$ cat src/rtl/timer_counter.sv
// Memory-mapped programmable down-counter timer (CTRL/PRESET/COUNT) with one-shot and auto-reload modes.
// Writes take effect at the clock edge; rdata is combinational; irq is FLAG & IM, both registered.
module timer_counter #(
  parameter logic [31:0] PRESET_RST = 32'h0
) (
  input  logic        clk,
  input  logic        reset,
  input  logic [29:0] addr,
  input  logic        sel,
  input  logic [3:0]  byteen,
  input  logic [31:0] wdata,
  output logic [31:0] rdata,
  output logic        irq
);

  typedef enum logic [1:0] {
    ST_IDLE = 2'd0,
    ST_LOAD = 2'd1,
    ST_CNT  = 2'd2,
    ST_INT  = 2'd3
  } state_t;

  localparam logic [1:0] OFS_CTRL   = 2'd0;
  localparam logic [1:0] OFS_PRESET = 2'd1;
  localparam logic [1:0] OFS_COUNT  = 2'd2;

  state_t      state_q, state_d;
  logic [3:0]  ctrl_q, ctrl_d;
  logic [31:0] preset_q, preset_d;
  logic [31:0] count_q, count_d;
  logic        flag_q, flag_d;

  logic        wr_en;
  logic        wr_ctrl;
  logic        wr_preset;
  logic        mode_auto;
  logic        flag_set;

  // Upper address bits are decoded by the bridge via sel.
  logic        unused_addr;
  assign unused_addr = ^addr[29:2];

  assign wr_en     = sel && (byteen != 4'b0000);
  assign wr_ctrl   = wr_en && (addr[1:0] == OFS_CTRL);
  assign wr_preset = wr_en && (addr[1:0] == OFS_PRESET);
  assign mode_auto = (ctrl_q[2:1] == 2'b01);

  always_comb begin
    state_d  = state_q;
    ctrl_d   = ctrl_q;
    preset_d = preset_q;
    count_d  = count_q;
    flag_set = 1'b0;

    case (state_q)
      ST_IDLE: begin
        if (ctrl_q[0]) state_d = ST_LOAD;
      end
      ST_LOAD: begin
        count_d = preset_q;
        state_d = ST_CNT;
      end
      ST_CNT: begin
        if (!ctrl_q[0]) begin
          state_d = ST_IDLE;
        end else if (count_q > 32'd1) begin
          count_d = count_q - 32'd1;
        end else begin
          // A preset of 0 lands here too, so it behaves like a preset of 1.
          count_d  = 32'd0;
          flag_set = 1'b1;
          state_d  = ST_INT;
        end
      end
      ST_INT: begin
        if (mode_auto) begin
          state_d = ST_LOAD;
        end else begin
          ctrl_d[0] = 1'b0;
          state_d   = ST_IDLE;
        end
      end
      default: state_d = ST_IDLE;
    endcase

    // Bus write to CTRL overrides the FSM clearing EN in the same cycle.
    if (wr_ctrl && byteen[0]) ctrl_d = wdata[3:0];

    for (int i = 0; i < 4; i++) begin
      if (wr_preset && byteen[i]) preset_d[i*8 +: 8] = wdata[i*8 +: 8];
    end
  end

  always_comb begin
    flag_d = flag_q;
    if (state_q == ST_INT && mode_auto) flag_d = 1'b0;
    if (wr_ctrl || wr_preset)           flag_d = 1'b0;
    if (flag_set)                       flag_d = 1'b1;
  end

  always_ff @(posedge clk or negedge reset) begin
    if (!reset) begin
      state_q  <= ST_IDLE;
      ctrl_q   <= 4'h0;
      preset_q <= PRESET_RST;
      count_q  <= 32'h0;
      flag_q   <= 1'b0;
    end else begin
      state_q  <= state_d;
      ctrl_q   <= ctrl_d;
      preset_q <= preset_d;
      count_q  <= count_d;
      flag_q   <= flag_d;
    end
  end

  always_comb begin
    rdata = 32'h0;
    if (sel) begin
      case (addr[1:0])
        OFS_CTRL:   rdata = {28'h0, ctrl_q};
        OFS_PRESET: rdata = preset_q;
        OFS_COUNT:  rdata = count_q;
        default:    rdata = 32'h0;
      endcase
    end
  end

  assign irq = flag_q & ctrl_q[3];

endmodule

$ cat config.mk
export PLATFORM = sky130hd
export DESIGN_NAME = timer_counter
export DESIGN_NICKNAME = d
export VERILOG_FILES = /design/src/rtl/timer_counter.sv
export SDC_FILE = /design/constraint.sdc
export NUM_CORES = 1
export LEC_CHECK = 0
export ABC_CLOCK_PERIOD_IN_PS = 4500
export CAP_MARGIN = 20
export CELL_PAD_IN_SITES_DETAIL_PLACEMENT = 1
export CELL_PAD_IN_SITES_GLOBAL_PLACEMENT = 2
export CORE_AREA = 2 2 118 120
export CTS_CLUSTER_SIZE = 30
export DETAILED_ROUTE_END_ITERATION = 10
export DIE_AREA = 0 0 120 122
export HOLD_SLACK_MARGIN = 0.03
export PLACE_DENSITY_LB_ADDON = 0.1
export SLEW_MARGIN = 20
export SYNTH_ARGS = -nofsm -noshare
export SYNTH_HDL_FRONTEND = slang
export SYNTH_SLANG_ARGS = --single-unit
$ cat constraint.sdc
create_clock -name clk -period 4.5 [get_ports clk]
set_input_delay 0.45 -clock clk [delete_from_list [all_inputs] [get_ports clk]]
set_output_delay 0.45 -clock clk [all_outputs]
set_load 0.01 [all_outputs]
# Word-level counts from Yosys, hierarchy flattened
# Index checks and enable logic that the tools add are counted.
[word_totals] reg_bits=71 elab_cells=60
[classes] add_sub_neg=1 n_lt_le_gt_ge=1 eq_ne=10 mux=19 n_bitwise=1 n_reduce_logical=19
[ops] op="$mux 32" n=3
[ops] op="$pmux 32 s3" n=1
[ops] op="$pmux 32 s2" n=1
[ops] op="$gt 32x1->1 const B" n=1
[ops] op="$sub 32x1->32 const B" n=1
[ops] op="$mux 1" n=10
[ops] op="$logic_and 1x1->1" n=9
[ops] op="$pmux 2 s4" n=1
[ops] op="$eq 2x1->1 const B" n=3
[ops] op="$eq 2x2->1 const B" n=3
[ops] op="$mux 2" n=3
[ops] op="$reduce_and 2->1" n=3
[ops] op="$logic_not 2->1" n=2
[ops] op="$ne 2x2->1 const B" n=2
[ops] op="$reduce_bool 2->1" n=2
[ops] op="$reduce_bool 4->1" n=1
[ops] op="$ne 3x3->1 const B" n=1
[ops] op="$reduce_bool 3->1" n=1
[ops] op="$ne 2x1->1 const B" n=1
[ops] op="$and 1x1->1" n=1
[ops] op="$logic_or 1x1->1" n=1

# Longest topological paths before layout
[logic_depth] depth_word=6 depth_mapped=9 ltp_nobuf=7

# Least setup slack after synthesis
# Ideal clock, no wire load.
[synth_path] path_kind="register to register" startpoint="reg count_q[8]" endpoint="reg state_q[0]" arrival_time_ns=2.576 required_ns=4.434 setup_slack_ns=1.859 path_stages_with_launch=8 n_path_buf=2 path_cell_list="dfrtp_1 -> or4_4 -> or4_4 -> buf_6 -> or4_4 -> buf_6 -> a211o_1 -> nand2_1"
[synth_between] elab_chain_cells=3
[synth_rtl] element="start, declared" line_no="30" rtl="logic [31:0] count_q, count_d;"
[synth_rtl] element="start signal, assigned" line_no="112" rtl="count_q <= count_d;"
[synth_rtl] element="$gt 32x1->1" line_no="66" rtl="end else if (count_q > 32'd1) begin"
[synth_rtl] element="$ne 3x3->1 (no line)"
[synth_rtl] element="$reduce_and 2->1 (no line)"
[synth_rtl] element="end signal, assigned" line_no="109" rtl="state_q <= state_d;"
[synth_rtl] element="end, declared" line_no="27" rtl="state_t state_q, state_d;"
# Every way passes these cells.
# A chain may end at the register's enable or synchronous reset.

# Worst setup path in the final report
[layout_path] startpoint="reg count_q[26]" endpoint="reg count_q[8]"
[layout_between] elab_chain_cells=4
[layout_rtl] element="$gt 32x1->1" line_no="66"
[layout_rtl] element="$mux 32" line_no="66"
[layout_rtl] element="$mux 32" line_no="64" rtl="if (!ctrl_q[0]) begin"
[layout_rtl] element="$pmux 32 s2" line_no="55" rtl="case (state_q)"
# Every way passes these cells. The select of a mux whose other input is x is not followed.

==> impl_metrics.yaml <==
clock_network:
  root_buffer: "clkbuf_16"
  clock_path_buffers: 2
  cts_tree: "yes"
  ctsHtreeMaxLevel: 3
  post_cts_buffers: 0
  clock_latency_ns: 0.35
  cts_hold_buf: 0
  cts_resized: 0
  clk_pin_slew_worst_paths_ns: 0.06
  cts.sinks: 71
  cts_inserted_buffers: 9
sta:
  period_minus_slack_ns: 3.14
  tightest_slew_ns: 1.05
  fin_tns_setup_ns: 0
  fin_skew_ns: 0.00918
  fin_crit_sh_pct: 69.8
  fmax_mhz: 318
  slew_headroom_pct: 29.7
  maxSlewViolCount: 0
  rsz0062_at_grt: "no"
  hold_violations: 0
  setup_viol: 0
floorplan:
  die_h_um: 122
  initial_core_util_pct: 30.9
  ios: 102
  rows: 43
  die-area_um2: 14600
  fp.dieW_um: 120
  coreArea_um2: 13500
grt:
  grt_pass1_vias: 4037
  grt_usage_pct: 20.8
  global_route.overflow_total: 0
  grt_pass1_wl_mm: 23.3
  antenna_found_initial: 0
  grt_max_degree: 37
power:
  power.density_nw_per_um2: 532
  p_total_mw: 2.83
  leakage_nw: 2.04
  ir_drop_uv: 160
synth:
  ys_top_cells_by_count: "71 x dfrtp_1, 52 x nor2_1, 42 x a22oi_1"
  ys_ff_latch: 71
  seq_area_frac_synth_pct: 42.5
  syn_area_per_cell_um2: 9.28
  syn-num-nets: 521
  ys_warn_count: 0
  syn_area_um2: 4180
  yosys.area.top_type_share_pct: 42.5
  synth_cells: 450
  synth.most_common_cell: "dfrtp_1"
  ys_types: 53
  synth-async-reset-ratio_pct: 100
  yosysTopAreaCell: "dfrtp_1"
  synth-edff-count: 0
  synth.top_cells.by_area: "dfrtp_1 43%, mux2_2 9.4%, a22oi_1 7.5%"
  synthFlopType: "dfrtp_1"
min_path:
  hp-class: "in -> async"
setup_path:
  reg2reg_to: "count_q[8]$_DFFE_PN0P_"
  slowest_stage: "or4b_1"
  crit_top_cell: "or4_1"
  critPathMaxStageDelay_ns: 0.77
  ff2ff_setup_slack_ns: 1.36
  crit_chain: "or4_1 > or4_1 > or4b_1 > nand2_1 > o311ai_0"
  cp-start-kind: "register"
  required_ns: 4.70
  critPathMaxFanout: 11
  criticalPathCategory: "reg -> reg"
  cp-end-kind: "register"
  r2r_cells: 5
  cp.arrival_ns: 3.35
  r2r-start: "count_q[26]$_DFFE_PN0P_"
route:
  vias_per_cell: 5.68
  vias: 3924
  routed_wl_mm: 14.5
  wl_per_cell_um: 21.0
  drc_errors: 0
  firstDrtPassIters: 4
  ant_nets: 0
  drtIter0Drc: 186
flow_run:
  drv_cap: 0
outcome:
  outcome: "finished, final reports clean"
finish:
  area_growth_pct: 27.6
  drive_gt1_share_pct: 13.9
  final_nets: 578
  antenna_cells: 0
place:
  io_buffers: 73
  gp_congestion: 0.822
  hpwl_mm: 9.95
-- state kept, by name, summed over array words and instances (netlist names) --
name and flops:
state_q 2, ctrl_q 4, count_q 32, preset_q 32, flag_q 1
-- through the flow --
stage | std cells | area, µm² | util (%) | setup WS [ns] | hold slack [ns]
global route | 691 | 5330 | 39.5 | 1.17 | 0.302
finish | 691 | 5330 | 39.5 | 1.36 | 0.234
detailed placement | 676 | 5050 | 37.4 | 1.36 | 0.524
global placement | 676 | 5050 | 37.4 | 1.36 | 0.509
CTS | 691 | 5330 | 39.5 | 1.35 | 0.264
floorplan | 450 | 4180 | - | 1.86 | 0.154
-- cells by family after synthesis --
logic type	share of synthesized area, %
and+or+nand+nor	24.1
AOI/OAI and AO/OA	18.2
DFF	42.5
buffers and inverters	4.10
muxes	10.4
adders and majority gates	0.599
-- worst max-delay path by stage --
| stage | from | end | slack (ns) | depth (start not counted) |
|---|---|---|---|---|
| 3_5_place_dp | count_q[26]$_DFFE_PN0P_ | count_q[8]$_DFFE_PN0P_ | 1.36 | 5 |
| 5_1_grt | count_q[26]$_DFFE_PN0P_ | count_q[8]$_DFFE_PN0P_ | 1.17 | 5 |
| 4_1_cts | count_q[26]$_DFFE_PN0P_ | count_q[8]$_DFFE_PN0P_ | 1.35 | 5 |
| 3_3_place_gp | count_q[26]$_DFFE_PN0P_ | count_q[9]$_DFFE_PN0P_ | 1.36 | 5 |
| 2_1_floorplan | count_q[8]$_DFFE_PN0P_ | state_q[0]$_DFFE_PN0P_ | 1.86 | 7 |
| 6_report | count_q[26]$_DFFE_PN0P_ | count_q[8]$_DFFE_PN0P_ | 1.36 | 5 |
-- critical path: cells and delay by family (launching register included) --
kind | cells | cell delay (ns)
flip-flops | 1 | 0.45
AND/OR/NAND/NOR | 4 | 2.35
AO/OA/AOI/OAI | 1 | 0.19
-- area by class of cell --
type / instances / area, µm²
Inverter: 5 / 18.8
Fill cell: 1552 / 8170
Clock buffer: 11 / 233
Sequential cell: 71 / 1780
Tap cell: 180 / 225
Multi-Input combinational cell: 338 / 2240
Clock inverter: 4 / 47.5
Timing Repair Buffer: 82 / 793
-- cells in the final DEF, fill, tap and decap left out, drive strengths merged, types with 3 or more instances in the layout --
cell	Yosys	routed
nand3	21	21
nor2b	5	5
nor3	9	9
clkbuf	30	11
mux2	35	35
or3	12	12
o311ai	11	11
or4	14	14
and3	6	6
a31oi	4	4
o21ai	6	6
o211ai	9	9
inv	4	4
nand3b	4	4
nand2b	3	3
dfrtp	71	71
buf	6	10
nor4	9	9
nor2	52	52
clkdlybuf4s50	0	72
clkinv	1	3
a21oi	17	17
mux2i	4	4
nand2	35	35
a22oi	42	42
nand4	9	9
-- routing by layer --
layer	wire (µm)	part of all wire [%]	up-vias	GRT usage (%)
li1	-	-	1827	-
met1	6880	48	1963	28.5
met2	6380	44	117	32.1
met3	947	6.5	17	4.54
met4	270	1.9	0	8.38
met5	0	0	-	0
-- power breakdown --
group	internal (mW)	total, mW	leakage (nW)	switching [mW]
Clock	0.425	0.711	0.135	0.286
Combinational	0.439	0.961	1.05	0.522
Sequential	0.846	1.16	0.851	0.316
Total	1.71	2.83	2.04	1.12
Note: power is estimated with default switching activity, not from simulation.
